==> src/rtl/axis_uart_tx_m2s.sv <==
// axis_uart_tx_m2s: AXI-Stream slave that serializes each 32-bit word as four 8N1 UART frames, byte 0 first.
module axis_uart_tx_m2s #(
  parameter int CLKS_PER_BIT   = 868,
  parameter int BYTES_PER_WORD = 4
) (
  input  logic        S_AXIS_ACLK,
  input  logic        S_AXIS_ARESET,
  input  logic        S_AXIS_TVALID,
  output logic        S_AXIS_TREADY,
  input  logic [31:0] S_AXIS_TDATA,
  output logic        dout,
  output logic        tx_busy
);
  typedef enum logic [1:0] {IDLE, START, DATA, STOP} state_t;
  localparam logic [9:0] LAST = 10'(CLKS_PER_BIT - 1);
  state_t      state_q, state_d;
  logic [9:0]  div_q, div_d;
  logic [2:0]  bit_q, bit_d;
  logic [1:0]  byte_q, byte_d;
  logic [31:0] word_q, word_d;
  logic        dout_q, dout_d, rdy_q, rdy_d, busy_q, busy_d;
  logic        bit_end;
  assign bit_end       = div_q == LAST;
  assign S_AXIS_TREADY = rdy_q;
  assign dout          = dout_q;
  assign tx_busy       = busy_q;
  always_ff @(posedge S_AXIS_ACLK) begin
    if (S_AXIS_ARESET) begin
      state_q <= IDLE;
      div_q   <= '0;
      bit_q   <= '0;
      byte_q  <= '0;
      word_q  <= '0;
      dout_q  <= 1'b1;
      rdy_q   <= 1'b0;
      busy_q  <= 1'b0;
    end else begin
      state_q <= state_d;
      div_q   <= div_d;
      bit_q   <= bit_d;
      byte_q  <= byte_d;
      word_q  <= word_d;
      dout_q  <= dout_d;
      rdy_q   <= rdy_d;
      busy_q  <= busy_d;
    end
  end
  // The registered word alone feeds dout, so TDATA is free to change once accepted.
  always_comb begin
    state_d = state_q;
    div_d   = (state_q == IDLE || bit_end) ? '0 : div_q + 10'd1;
    bit_d   = bit_q;
    byte_d  = byte_q;
    word_d  = word_q;
    dout_d  = dout_q;
    rdy_d   = rdy_q;
    busy_d  = busy_q;
    case (state_q)
      IDLE: begin
        rdy_d  = 1'b1;
        dout_d = 1'b1;
        if (S_AXIS_TVALID && rdy_q) begin
          word_d  = S_AXIS_TDATA;
          byte_d  = '0;
          rdy_d   = 1'b0;
          busy_d  = 1'b1;
          dout_d  = 1'b0;
          state_d = START;
        end
      end
      START: if (bit_end) begin
        dout_d  = word_q[{byte_q, 3'd0}];
        bit_d   = '0;
        state_d = DATA;
      end
      DATA: if (bit_end) begin
        if (bit_q != 3'd7) begin
          bit_d  = bit_q + 3'd1;
          dout_d = word_q[{byte_q, bit_q + 3'd1}];
        end else begin
          dout_d  = 1'b1;
          state_d = STOP;
        end
      end
      STOP: if (bit_end) begin
        if (byte_q != 2'd3) begin
          byte_d  = byte_q + 2'd1;
          dout_d  = 1'b0;
          state_d = START;
        end else begin
          busy_d  = 1'b0;
          rdy_d   = 1'b1;
          state_d = IDLE;
        end
      end
      default: state_d = IDLE;
    endcase
  end
endmodule

==> config.mk <==
export PLATFORM = sky130hd
export DESIGN_NAME = axis_uart_tx_m2s
export DESIGN_NICKNAME = d
export VERILOG_FILES = /design/src/rtl/axis_uart_tx_m2s.sv
export SDC_FILE = /design/constraint.sdc
export NUM_CORES = 1
export LEC_CHECK = 0
export ABC_CLOCK_PERIOD_IN_PS = 3400
export BUFFER_PORTS_ARGS = -buffer_cell sky130_fd_sc_hd__buf_2
export CAP_MARGIN = 20
export CORE_ASPECT_RATIO = 1.1
export CORE_MARGIN = 3
export CORE_UTILIZATION = 40
export DETAILED_ROUTE_END_ITERATION = 8
export PLACE_DENSITY = 0.63
export SLEW_MARGIN = 30
export SYNTH_ARGS = -nofsm -noshare
export SYNTH_HDL_FRONTEND = slang
export SYNTH_SLANG_ARGS = --single-unit
==> constraint.sdc <==
create_clock -name S_AXIS_ACLK -period 3.4 [get_ports S_AXIS_ACLK]
set_input_delay 0.34 -clock S_AXIS_ACLK [delete_from_list [all_inputs] [get_ports S_AXIS_ACLK]]
set_output_delay 0.34 -clock S_AXIS_ACLK [all_outputs]
set_load 0.1 [all_outputs]
==> metrics <==
status=finished clean; H-tree Lvls=2; Die H=88.52 um; Worst Setup SP=bit_q[0]$_SDFFE_PP0P_; area share of the largest cell type after synthesis=0.4204; # IOs=38; row cnt=29; Netlist cell types=45; RSZ-0062 raised after global routing=no; Worst Setup End Kind=flop; first-pass GRT wire length=8.997 mm; # setup viols final=0; Syn Nets=347; final setup skew=5.526 ps; largest area contributor in the netlist=dfxtp_1; Worst slew margin=0.4500; DP HPWL=3.808 mm; # fillers=600; Port Buffers=37; antenna violations before repair=0; final hold vios=0; post-route setup TNS=0 ps; crit path max fanout=10; post-route ant nets=0; sequential area share after synthesis=0.4204; GRT Total Usage=0.1574; core footprint=0.005878 sq mm; largest net degree at the start of global routing=44; routed via count=2144; hold_buf cts=0; Hold Crit Class=input pin to flop; fin. max-slew vios=0; Seq cells post-synth=52; RR Endpoint=dout$_SDFFE_PP1P_; clock insertion delay at the later pin of the skew report=300 ps; Final period util=0.7697; vias in the first global route=2017; Least-Margin Pin Slew=825.0 ps; fraction of registers with async set/reset=0; startpoint types=flop; max-cap viol count=0; DR DRC count=0; CTS sink cnt=52; global route total overflow=0; Critical Path RT=3600 ps; root cell of the clock tree=clkbuf_8; Ys Warns=0; worst r2r src=bit_q[0]$_SDFFE_PP0P_; crit path time final=2617 ps; routability cong.=0.8029; r2r setup slk=780 ps; EDFF count, synth=0; initial DRC count=116; NumNets Final=377; Clk pin slew, worst setup/hold paths=100 ps; Syn-to-layout area delta=14.15%; n_diodes=0; Die X=81.02 um; layout cell share with drive strength beyond 1=0.1677; Reg2Reg Depth=9; Setup CP Type=flop to flop; critical path arrival=2820 ps; detailed-routing iteration count for the pre-antenna-repair pass=4; ys flop type=dfxtp_1; Hold WS=260.6 ps; Post-Syn Area=0.002476 sq mm; Via density=5.217; routed length per instance=12.81 um; postcts setup bufs=0; area of the die=0.007171 sq mm; Initial Util=0.4212; total CTS buffers=5; Synth area leaders=dfxtp_1, nand2_1, a21oi_1, mux2i_1, ha_1; Worst Setup EP=dout$_SDFFE_PP1P_; Peak VDD IR=0.2923 mV; leakage power=1.006 nW; Avg Cell Area, Syn=8.172 sq um; CTS max path bufs=2; Achievable Freq=0.3821 GHz; Post-CTS Resized=0; Post-Synthesis Cells=303; PwrDens=593.6 mW/mm^2; CTS tree=done; Total Wirelength=5.264 mm
## layout make-up
type                       instances  area [sq um]  share of cell area
multi-input combinational        229          1338              0.4732
tap                               77         96.34             0.03409
clock buffer                       6         82.58             0.02922
clock inverter                     2         38.79             0.01372
timing repair buffer              41         215.2             0.07614
sequential                        52          1041              0.3683
inverter                           4         15.01            0.005312
## sequential cells by signal, summed over array words and instances (netlist names)
register,count
dout,1
bit_q,3
byte_q,2
tx_busy,1
state_q,2
word_q,32
S_AXIS_TREADY,1
div_q,10
## cells by family after synthesis
family,after synthesis,synth area share
fa+ha+maj,9,0.04548
compound gates,67,0.1627
xor+xnor,7,0.02476
buf+inv,22,0.03941
flops,52,0.4204
simple gates,129,0.2335
mux,17,0.07377
## how the worst min path moves through the flow
stage / start / endpoint / slack, ps / cells past startpoint
after floorplan: bit_q[1]$_SDFFE_PP0P_ / bit_q[1]$_SDFFE_PP0P_ / 440 / 2
after global placement: word_q[9]$_SDFFE_PP0P_ / word_q[9]$_SDFFE_PP0P_ / 450 / 2
after detailed placement: word_q[9]$_SDFFE_PP0P_ / word_q[9]$_SDFFE_PP0P_ / 450 / 2
after CTS: S_AXIS_TDATA[26] / word_q[26]$_SDFFE_PP0P_ / 250 / 3
after global routing: S_AXIS_TDATA[15] / word_q[15]$_SDFFE_PP0P_ / 260 / 3
final: S_AXIS_TDATA[0] / word_q[0]$_SDFFE_PP0P_ / 260 / 3
## synth_stat cells, drive strengths merged (3+ instances only)
| cell type | count |
|---|---|
| a22oi | 3 |
| mux2i | 16 |
| nor2 | 18 |
| inv | 4 |
| nor2b | 3 |
| nand3 | 8 |
| dfxtp | 52 |
| nor3 | 3 |
| xor2 | 5 |
| buf | 5 |
| o21ai | 6 |
| nand4b | 4 |
| ha | 9 |
| nand2 | 80 |
| a21oi | 42 |
| and3 | 3 |
| clkbuf | 13 |
## per-layer routing
metal / track usage / routed length (um) / up-vias
li1: - / - / 1096
met1: 0.2063 / 2564 / 1007
met2: 0.2584 / 2455 / 34
met3: 0.03666 / 177 / 7
met4: 0.04608 / 66 / 0
met5: 0 / 0 / -
## placed cells by master (no fill, tap or decap), types with 2 or more instances in the layout
cell type	instances
a22o_1	2
xor2_1	5
a31oi_1	2
o21ai_0	6
nor2b_1	3
clkbuf_8	6
inv_1	4
nand2_1	80
ha_1	9
buf_2	37
nor3_1	3
nand3_1	8
nand2b_1	2
and3_1	3
a21oi_1	41
a311oi_1	2
dfxtp_1	52
mux2i_1	16
xnor2_1	2
nor2_1	17
buf_4	4
a22oi_1	3
nand4b_1	4
## metrics by stage
stage	setup WS [ps]	instance area, sq um	util	std cells	total power [mW]
6_report	783.2	2826	0.4808	411	1.678
2_1_floorplan	1030	2476	-	303	1.134
4_1_cts	782.2	2826	0.4808	411	1.695
5_1_grt	618.9	2826	0.4808	411	1.783
3_3_place_gp	877.2	2705	0.4602	403	1.242
3_5_place_dp	802.2	2705	0.4602	403	1.248
## power by group
part	switching, mW	internal (mW)	total [mW]	leakage, nW
combinational	0.327	0.162	0.489	0.522
clock	0.205	0.241	0.446	0.0614
sequential	0.0564	0.687	0.743	0.423
## worst max-delay path, cell delays in order (launching register included)
cell	delay [ps]
dfxtp_1	380
ha_1	220
ha_1	540
buf_4	300
mux2i_1	210
a22oi_1	100
and3_1	190
a31oi_1	160
nand3_1	100
a221o_1	320
Power figures use the tool's default switching activity.
